===== src/rtl/multicycle_control.sv =====
// Multicycle sequencer for the RV64F core: fetch/decode/execute/FPU wait/mem/writeback, plus instret.
// Optional FPU support compiled in with `define RV64F_FPU_EN.
module multicycle_control #(
  parameter int FPU_TIMEOUT = 64
) (
  input  logic        clk,
  input  logic        reset,
  input  logic [31:0] code,
  input  logic [4:0]  funct5,
  input  logic        branch_taken,
  input  logic        mem_ready,
  input  logic        fpu_done,
  output logic        pc_en,
  output logic [1:0]  pc_sel,
  output logic        ir_en,
  output logic        mem_req,
  output logic        mem_we,
  output logic        addr_sel,
  output logic        rf_we,
  output logic        frf_we,
  output logic        fpu_start,
  output logic        illegal,
  output logic [3:0]  state,
  output logic [63:0] instret
);
  typedef enum logic [3:0] {
    FETCH     = 4'd0,
    DECODE    = 4'd1,
    EXECUTE   = 4'd2,
    FPU_WAIT  = 4'd3,
    MEM       = 4'd4,
    WRITEBACK = 4'd5,
    TRAP      = 4'd6
  } state_t;

  localparam logic [31:0] BASE_OK = 32'h0B00_7179;
  localparam logic [31:0] FP_OK   = 32'h001F_0202;
  localparam logic [7:0]  TO8     = 8'(FPU_TIMEOUT);

  state_t st;
  logic   onehot, legal, is_mem, is_store, is_fpu, fp_int, fp_write;

  assign state    = st;
  assign onehot   = (code != 32'd0) && ((code & (code - 32'd1)) == 32'd0);
  assign is_mem   = code[0] | code[1] | code[8] | code[9];
  assign is_store = code[8] | code[9];
  assign is_fpu   = |code[20:16];
  assign fp_int   = code[20] && (funct5 == 5'b10100 || funct5 == 5'b11000 || funct5 == 5'b11100);

`ifdef RV64F_FPU_EN
  logic [7:0] cnt;
  assign legal    = onehot && |(code & (BASE_OK | FP_OK));
  assign fp_write = code[1] | (|code[19:16]) | (code[20] & ~fp_int);
`else
  logic unused_fpu;
  assign legal      = onehot && |(code & BASE_OK);
  assign fp_write   = 1'b0;
  assign unused_fpu = ^{fpu_done, fp_int, is_fpu, TO8, FP_OK};
`endif

  always_comb begin
    pc_en     = 1'b0;
    pc_sel    = 2'd0;
    ir_en     = 1'b0;
    mem_req   = 1'b0;
    mem_we    = 1'b0;
    addr_sel  = 1'b0;
    rf_we     = 1'b0;
    frf_we    = 1'b0;
    fpu_start = 1'b0;
    illegal   = 1'b0;
    case (st)
      FETCH: begin
        mem_req = 1'b1;
        ir_en   = mem_ready;
      end
      EXECUTE: begin
        if (code[24]) begin
          pc_en  = 1'b1;
          pc_sel = branch_taken ? 2'd1 : 2'd0;
        end
        if (code[3]) pc_en = 1'b1;
`ifdef RV64F_FPU_EN
        fpu_start = is_fpu;
`endif
      end
      MEM: begin
        mem_req  = 1'b1;
        addr_sel = 1'b1;
        mem_we   = is_store;
        pc_en    = mem_ready & is_store;
      end
      WRITEBACK: begin
        pc_en  = 1'b1;
        pc_sel = code[27] ? 2'd1 : (code[25] ? 2'd2 : 2'd0);
        frf_we = fp_write;
        rf_we  = ~fp_write;
      end
      TRAP:    illegal = 1'b1;
      default: ;
    endcase
  end

  // Every retiring state also loads the PC, so pc_en doubles as the retire strobe.
  always_ff @(posedge clk) begin
    if (reset) begin
      st      <= FETCH;
      instret <= 64'd0;
`ifdef RV64F_FPU_EN
      cnt     <= 8'd0;
`endif
    end else begin
      if (pc_en) instret <= instret + 64'd1;
      case (st)
        FETCH:   if (mem_ready) st <= DECODE;
        DECODE:  st <= legal ? EXECUTE : TRAP;
        EXECUTE: begin
          if (is_mem)                 st <= MEM;
          else if (code[24] | code[3]) st <= FETCH;
`ifdef RV64F_FPU_EN
          else if (is_fpu) begin
            st  <= FPU_WAIT;
            cnt <= 8'd0;
          end
`endif
          else                        st <= WRITEBACK;
        end
`ifdef RV64F_FPU_EN
        FPU_WAIT: begin
          if (fpu_done) st <= WRITEBACK;
          else begin
            cnt <= cnt + 8'd1;
            if (cnt + 8'd1 == TO8) st <= TRAP;
          end
        end
`endif
        MEM:       if (mem_ready) st <= is_store ? FETCH : WRITEBACK;
        WRITEBACK: st <= FETCH;
        TRAP:      st <= TRAP;
        default:   st <= TRAP;
      endcase
    end
  end
endmodule

===== config.mk =====
export PLATFORM = sky130hd
export DESIGN_NAME = multicycle_control
export DESIGN_NICKNAME = d
export VERILOG_FILES = /design/src/rtl/multicycle_control.sv
export SDC_FILE = /design/constraint.sdc
export NUM_CORES = 1
export LEC_CHECK = 0
export ABC_AREA = 1
export CAP_MARGIN = 5
export CORE_AREA = 2 2 110 85
export CTS_BUF_LIST = sky130_fd_sc_hd__clkbuf_8
export DETAILED_ROUTE_END_ITERATION = 10
export DIE_AREA = 0 0 112 87
export HOLD_SLACK_MARGIN = 0.15
export PLACE_DENSITY = 0.91
export SETUP_SLACK_MARGIN = 0.05
export SLEW_MARGIN = 20
export SYNTH_ARGS = -nofsm -noshare
export SYNTH_HDL_FRONTEND = slang
export SYNTH_SLANG_ARGS = --single-unit

===== constraint.sdc =====
create_clock -name clk -period 4 [get_ports clk]
set_input_delay 1.2 -clock clk [delete_from_list [all_inputs] [get_ports clk]]
set_output_delay 1.2 -clock clk [all_outputs]
set_load 0.03 [all_outputs]

# After elaboration in Yosys (flattened, before gate mapping)
# Cells that the tools add are included.
[totals] regBits=68 in_bits=42 output_inout_bits=79 word_cells=47
[op_classes] eq_ne=7 n_reduce_logical=8 muxes=21 bitwise_logic=7 addsub=2
[op_table] cell="64-bit by 1-bit adder with 64-bit output, second input constant" count=1
[op_table] cell="32-bit AND" count=1
[op_table] cell="32-bit zero test" count=1
[op_table] cell="32-bit nonzero test" count=1
[op_table] cell="32-bit by 1-bit subtractor with 32-bit output, second input constant" count=1
[op_table] cell="4-bit one-hot mux with 5 select lines" count=1
[op_table] cell="4-bit by 3-bit equality test with 1-bit output, second input constant" count=3
[op_table] cell="3-bit 2-to-1 mux" count=4
[op_table] cell="12-bit OR reduction" count=1
[op_table] cell="1-bit 2-to-1 mux" count=10
[op_table] cell="4-bit 2-to-1 mux" count=2
[op_table] cell="1-bit OR" count=5
[op_table] cell="4-bit by 1-bit equality test with 1-bit output, second input constant" count=1
[op_table] cell="4-bit by 2-bit equality test with 1-bit output, second input constant" count=1
[op_table] cell="4-bit zero test" count=1
[op_table] cell="2-bit 2-to-1 mux" count=2
[op_table] cell="2-bit inequality test, second input constant" count=2
[op_table] cell="2-bit one-hot mux with 2 select lines" count=1
[op_table] cell="1-bit one-hot mux with 3 select lines" count=1
[op_table] cell="1-bit logical AND" count=2
[op_table] cell="2-bit AND reduction" count=1
[op_table] cell="2-bit OR reduction" count=1
[op_table] cell="1-bit AND" count=1

# Depth between registers and ports, before layout
# Gate-level depths: netlist of the first run.
[logic_depth] word_depth=7 ltp_mapped=13

# Worst setup path before layout of the first run
# Ideal clock, no wire load.
[synth_path] kind="input to output" start="input port code[9]" end="output port pc_en" stages=5 setup_slack_ns=0.655 arrival_ns=2.145 n_path_buf=1 path_cell_list="nor2_1 -> inv_1 -> nand3_2 -> nand3_4 -> clkbuf_1"
[synth_via] elab_chain_len=3
[synth_lines] item="start, declared" line="8" source="input logic [31:0] code,"
[synth_lines] item="1-bit OR" line="46" source="assign is_store = code[8] | code[9];"
[synth_lines] item="1-bit AND" line="91" source="pc_en = mem_ready & is_store;"
[synth_lines] item="1-bit one-hot mux with 3 select lines" line="72" source="case (st)"
[synth_lines] item="end, declared" line="13" source="output logic pc_en,"
# Every way passes these cells.

# Final worst setup path of the first run
[layout_path] start="input port code[24]" end="output port pc_sel[0]"
[layout_via] elab_chain_len=2
[layout_lines] item="1-bit 2-to-1 mux" line="78" source="if (code[24]) begin"
[layout_lines] item="2-bit one-hot mux with 2 select lines" line="72"
[layout_lines] item="end, declared" line="14" source="output logic [1:0] pc_sel,"
# Every way passes these cells.

==> flow_metrics.py, run 1 <==
metrics = {
    "job": {
        "drv_cap": 0,
    },
    "synthesis": {
        "synth-seq-cells": 67,
        "synth_compound_area_share_pct": 10.86,
        "synth.mux.area_fraction_pct": 0,
        "ys_seq_area_share_pct": 28.67,
        "synth_cells": 793,
        "yosysWarnings": 0,
        "ys_types": 41,
        "syn_area_per_cell_sq_um": 5.899,
        "synth-simple-area-share_pct": 48.46,
        "synth_xor_area_share_pct": 2.808,
        "synth_top_family_by_area": "simple AND/OR/NAND/NOR gates",
        "synth_area_sq_um": 4678,
        "yosys.area_share.adder_pct": 0.2675,
    },
    "sta": {
        "fin_crit_sh_pct": 96.90,
        "maxSlewHeadroom_pct": 56.66,
        "max_freq_ghz": 0.2580,
        "tns_ns": 0,
        "hold_viol": 0,
        "rsz0062_at_grt": "false",
        "fin_crit_ns": 3.876,
        "maxSlewViolCount": 0,
        "setup_viol": 0,
        "timing.final.ws_setup_ns": 0.1242,
        "tightest_slew_ns": 0.6442,
        "finClkSkew_ns": 0.007792,
    },
    "cts": {
        "tritoncts.num_buffers": 9,
        "cts_max_level": 3,
        "cts_root_buf": "clkbuf_8",
        "clk_pin_slew_ns": 0.07,
        "cts.sinks": 67,
        "postCtsSetupBuffers": 0,
        "cts_tree": "yes",
        "cts_buffer_depth": 2,
        "clkLatencyLatePin_ns": 0.35,
    },
    "worst_setup_path": {
        "worstReg2RegEnd": "instret[50]$_SDFFE_PP0P_",
        "start_kind": "input pin",
        "worstPathArrival_ns": 2.68,
        "r2r.worst_path.cells": 12,
        "crit_type": "input pin to primary output",
        "cp_max_fo": 4,
        "endpoint_kind": "primary output",
        "worstPathRequired_ns": 2.80,
        "reg2reg_slack_ns": 1.58,
    },
    "min_path": {
        "hp-start": "instret[60]$_SDFFE_PP0P_",
        "holdPathEnd": "instret[60]$_SDFFE_PP0P_",
        "hold_depth": 2,
        "hold_class": "register to register",
    },
    "place": {
        "gp_congestion": 1.037,
        "dp_hpwl_mm": 11.11,
        "pre_cts_ws_ns": 0.07271,
        "port_buffers": 111,
    },
    "grt": {
        "grt_pass1_vias": 4971,
        "gr-usage-all-layers_pct": 29.85,
        "grt_overflow": 0,
        "grt_pass1_wl_mm": 23.76,
        "grt_antenna_before_repair": 0,
        "grt_max_degree": 35,
    },
    "finish": {
        "nets": 955,
        "nFillCells": 768,
        "syn_to_final_growth_pct": 30.81,
        "drive_gt1_share_pct": 6.216,
        "diodes": 0,
    },
    "outcome": {
        "status": "completed",
    },
    "floorplanning": {
        "ioPinCount": 121,
        "die_area_sq_um": 9744,
        "start_util_pct": 53.26,
        "row_count": 30,
        "core_sq_um": 8783,
        "die-width_microns": 112,
        "die_h_microns": 87,
    },
    "routing": {
        "num_vias": 5699,
        "dr.first_iter.drc_count": 596,
        "route.detailed.wl_per_inst_microns": 14.13,
        "drt-total-wl_mm": 14.54,
        "drc": 0,
        "ant_nets": 0,
        "dr.pass1.iters": 6,
        "avgViaCountPerCell": 5.538,
    },
    "power_and_ir_drop": {
        "leakage_uw": 0.002215,
        "p_total_uw": 1870,
        "p_per_area_nw_per_um2": 305.6,
        "irDropWorstVdd_mv": 0.3471,
    },
}
==> cells in the mapped netlist (all sizes together) <==
master	count	share of area (%)
a21oi	49	5.3
ha	1	0.27
and3	2	0.27
and2	1	0.13
buf	6	0.78
dfxtp	67	29
o21ai	29	3.1
nor2	186	16
a211oi	3	0.48
clkinv	1	0.080
o22ai	1	0.13
or2	1	0.13
xor2	11	2.1
clkbuf	7	0.56
a31oi	4	0.53
or3	1	0.13
nand3	54	6.8
o21a	7	1.1
inv	92	7.4
nand2	202	16
nor3	32	4.3
nand4	23	3.1
nor4	6	0.94
xnor2	4	0.75
a21boi	1	0.16
conb	1	0.080
nor3b	1	0.27
==> critical path, stage by stage <==
cell and delay, ns:
clkdlybuf4s50_1 0.47, buf_4 0.13, nand3_1 0.07, o21ai_0 0.10, clkdlybuf4s50_1 0.70
==> placed cells by master, fill, tap and decap left out, drive strengths merged <==
| cell | instances |
|---|---|
| nor3 | 32 |
| nor4 | 6 |
| clkdlybuf4s50 | 109 |
| nand4 | 23 |
| a31oi | 4 |
| a211oi | 3 |
| conb | 3 |
| nor2 | 186 |
| ha | 1 |
| clkinv | 3 |
| and2 | 1 |
| xor2 | 11 |
| nor3b | 1 |
| dfxtp | 67 |
| buf | 8 |
| dlymetal6s2s | 2 |
| a21oi | 49 |
| or3 | 1 |
| inv | 93 |
| clkbuf | 11 |
| xnor2 | 4 |
| and3 | 2 |
| or2 | 1 |
| o22ai | 1 |
| nand3 | 54 |
| clkinvlp | 2 |
| nand2 | 202 |
| o21ai | 29 |
| o21a | 7 |
| a21boi | 1 |
==> per-layer routing <==
metal	part of all wire [%]	GRT usage, %	vias to the layer above
li1	-	-	2797
met1	44	42.80	2524
met2	43	46.61	342
met3	11	6.402	36
met4	1.5	6.541	0
met5	0	0	-
==> kinds of logic after synthesis <==
| kind of cell | count (synthesis) |
|---|---|
| XOR/XNOR | 15 |
| AO/OA/AOI/OAI | 94 |
| other | 1 |
| buffers and inverters | 106 |
| adder cells (fa/ha/maj) | 1 |
| flip-flops | 67 |
| AND/OR/NAND/NOR | 509 |
==> metrics by stage <==
step                utilization, %  area (sq um)  instances  hold WS (ns)
global route                 69.67          6120       1029        0.5198
CTS                          69.62          6115       1029        0.4996
global placement             67.56          5934       1013        0.4708
finish                       69.67          6120       1029        0.4995
detailed placement           67.56          5934       1013        0.4843
floorplan                        -          4686        795        0.5867
==> state kept, by name (all words and copies together) (netlist names), named ones only <==
register,cells
instret,64
state,2
==> power breakdown <==
part / switching (uW) / internal (uW)
Sequential: 44.3 / 693
Combinational: 396 / 211
Clock: 272 / 254
Total: 712 / 1160
==> worst max-delay path by stage <==
stage	slack, ns	end	from
5_1_grt	0.07	pc_sel[0]	code[24]
3_5_place_dp	0.07	pc_en	code[9]
2_1_floorplan	0.66	pc_en	code[9]
3_3_place_gp	0.09	pc_en	code[9]
6_report	0.12	pc_sel[0]	code[24]
4_1_cts	0.07	pc_en	code[9]
==> timing repair <==
action | CTS | global route
hold buffers | 0 | 0
resized for setup | 0 | 2
endpoints found under the setup margin | 0 | 2
==> layout make-up <==
| class | count | area (sq um) | area share, % |
|---|---|---|---|
| clock inverter | 5 | 28.78 | 0.4703 |
| multi-input combinational | 622 | 2930 | 47.88 |
| tap | 112 | 140.1 | 2.290 |
| sequential | 67 | 1341 | 21.92 |
| inverter | 93 | 351.6 | 5.745 |
| timing repair buffer | 119 | 1176 | 19.22 |
| clock buffer | 11 | 151.4 | 2.474 |
(Power assumes the default switching activity.)
==> run 2, diff against run 1 <==
==> constraint.sdc (replaced) <==
create_clock -name clk -period 4 [get_ports clk]
set_input_delay 1.2 -clock clk [delete_from_list [all_inputs] [get_ports clk]]
set_output_delay 1.2 -clock clk [all_outputs]
set_load 0.01 [all_outputs]
==> flow_metrics.py, run 2 (synthesized netlist as in run 1, its figures left out) <==
metrics = {
    "outcome": {
        "status": "completed",
    },
    "cts": {
        "clkLatencyLatePin_ns": 0.34,
        "cts_resized": 0,
        "tritoncts.num_buffers": 9,
        "cts.sinks": 67,
        "cts_buffer_depth": 2,
        "cts_root_buf": "clkbuf_8",
        "cts_hold_buf": 0,
        "cts_max_level": 3,
        "postCtsSetupBuffers": 0,
        "clk_pin_slew_ns": 0.07,
        "cts_tree": "yes",
    },
    "worst_setup_path": {
        "worstReg2RegEnd": "instret[50]$_SDFFE_PP0P_",
        "start_kind": "input pin",
        "reg2reg_slack_ns": 1.52,
        "crit_slowest_cell": "clkdlybuf4s50_1",
        "crit_family": "buffers and inverters",
        "cpPeakStageDelay_ns": 0.56,
        "worstPathRequired_ns": 2.80,
        "cp_max_fo": 4,
        "r2r.worst_path.cells": 12,
        "worstPathCellList": "clkdlybuf4s50_1, inv_1, nand2_1, nand2_1, nand3_4, clkdlybuf4s50_1",
        "endpoint_kind": "primary output",
        "worstPathArrival_ns": 2.67,
        "crit_path_start": "code[3]",
        "path_buf_inv": 3,
        "crit_type": "input pin to primary output",
    },
    "floorplanning": {
        "ioPinCount": 121,
        "core_sq_um": 8783,
        "die_h_microns": 87,
        "die_area_sq_um": 9744,
        "start_util_pct": 53.26,
        "row_count": 30,
        "die-width_microns": 112,
    },
    "sta": {
        "tns_ns": 0,
        "setup_viol": 0,
        "max_freq_ghz": 0.2586,
        "maxSlewHeadroom_pct": 30.92,
        "tightest_slew_ns": 1.035,
        "maxSlewViolCount": 0,
        "hold_viol": 0,
        "fin_crit_ns": 3.867,
        "fin_crit_sh_pct": 96.67,
        "finClkSkew_ns": 0.006632,
        "rsz0062_at_grt": "false",
    },
    "place": {
        "port_buffers": 111,
        "dp_hpwl_mm": 10.85,
        "dpl_cell_area_sq_um": 5912,
        "gp_congestion": 1.012,
        "dp_cells": 1010,
    },
    "job": {
        "drv_cap": 0,
    },
    "power_and_ir_drop": {
        "p_total_uw": 1931,
        "seqPwrFrac_pct": 38.1,
        "clockPowerShare_pct": 35.2,
        "sw_frac_of_total_pct": 31.83,
        "irDropWorstVdd_mv": 0.2940,
        "power_frac_comb_pct": 26.7,
        "p_switching_uw": 614.6,
        "leakage_uw": 0.002194,
        "p_int_uw": 1316,
        "p_per_area_nw_per_um2": 313.7,
    },
    "min_path": {
        "hold_class": "register to register",
        "hp-start": "instret[60]$_SDFFE_PP0P_",
        "hold_depth": 2,
        "holdPathEnd": "instret[60]$_SDFFE_PP0P_",
    },
    "routing": {
        "route.detailed.wl_per_inst_microns": 13.92,
        "drc": 0,
        "dr.first_iter.drc_count": 557,
        "num_vias": 5671,
        "avgViaCountPerCell": 5.527,
        "drt-total-wl_mm": 14.28,
        "ant_nets": 0,
        "dr.pass1.iters": 6,
    },
    "finish": {
        "syn_to_final_growth_pct": 31.56,
        "utilization_pct": 70.07,
        "nFillCells": 759,
        "drive_gt1_share_pct": 6.127,
        "final_common_cell": "nand2_1",
        "fin_area_sq_um": 6155,
        "nets": 952,
        "diodes": 0,
        "mostFrequentLayoutCells": "199 x nand2_1, 176 x nor2_1, 111 x clkdlybuf4s50_1",
        "final_cells": 1026,
        "top_register": "instret",
        "largest_reg_flops": 64,
    },
    "grt": {
        "gr-usage-all-layers_pct": 28.95,
        "grt_pass1_wl_mm": 23.14,
        "grt_pass1_vias": 4955,
        "grt_antenna_before_repair": 0,
        "grt_max_degree": 35,
        "grt_overflow": 0,
    },
}
## run 2: cell types whose count changed in the layout (fill, tap and decap cells not counted), sizes merged
| cell | before | now |
|---|---|---|
| buf | 8 | 5 |
| bufinv | 0 | 3 |
| clkbuf | 11 | 9 |
| clkdlybuf4s50 | 109 | 111 |
| clkinv | 3 | 4 |
| clkinvlp | 2 | 1 |
| dlymetal6s2s | 2 | 0 |
| inv | 93 | 92 |
## run 2: per-layer routing
layer | global-route usage [%] | vias to the layer above | routed length (microns)
met3 | 6.611 | 20 | 1807
met4 | 5.876 | 0 | 138
met1 | 42.06 | 2511 | 6310
li1 | - | 2790 | -
met5 | 0 | - | 0
met2 | 44.41 | 350 | 6028
## run 2: final cells by class
type                    instances  area (sq um)  share of cell area [%]
flip-flops and latches         67          1341                   21.79
clock buffers                   9         123.9                   2.013
multi-input cells             622          2933                   47.65
inverters                      93         351.6                   5.713
clock inverters                 7         116.4                   1.891
repair buffers                116          1149                   18.66
well taps                     112         140.1                   2.277
## run 2: tightest hold or removal path, stage by stage, from the launching register on
cell and delay [ns]:
dfxtp_1 0.34, inv_1 0.06, a21oi_1 0.05
## run 2: per-stage QoR
step	hold WS (ns)	worst slack, ns
3_3_place_gp	0.4681	0.09585
3_5_place_dp	0.4802	0.08698
4_1_cts	0.4916	0.08047
2_1_floorplan	0.4886	0.7394
6_report	0.4848	0.1332
5_1_grt	0.5097	0.05745
## run 2: worst max-delay path by stage
stage	to	slack (ns)	depth (start not counted)
finish	pc_en	0.13	6
detailed placement	pc_en	0.09	6
floorplan	pc_en	0.74	5
CTS	pc_en	0.08	6
global placement	pc_en	0.1	6
global route	pc_en	0.06	6
## run 2: power groups by stage
stage               combinational, uW  sequential (uW)  clock, uW
floorplan                         268              756          0
global placement                  500              752          0
detailed placement                504              752          0
CTS                               505              736        681
global route                      557              741        710
finish                            515              736        680
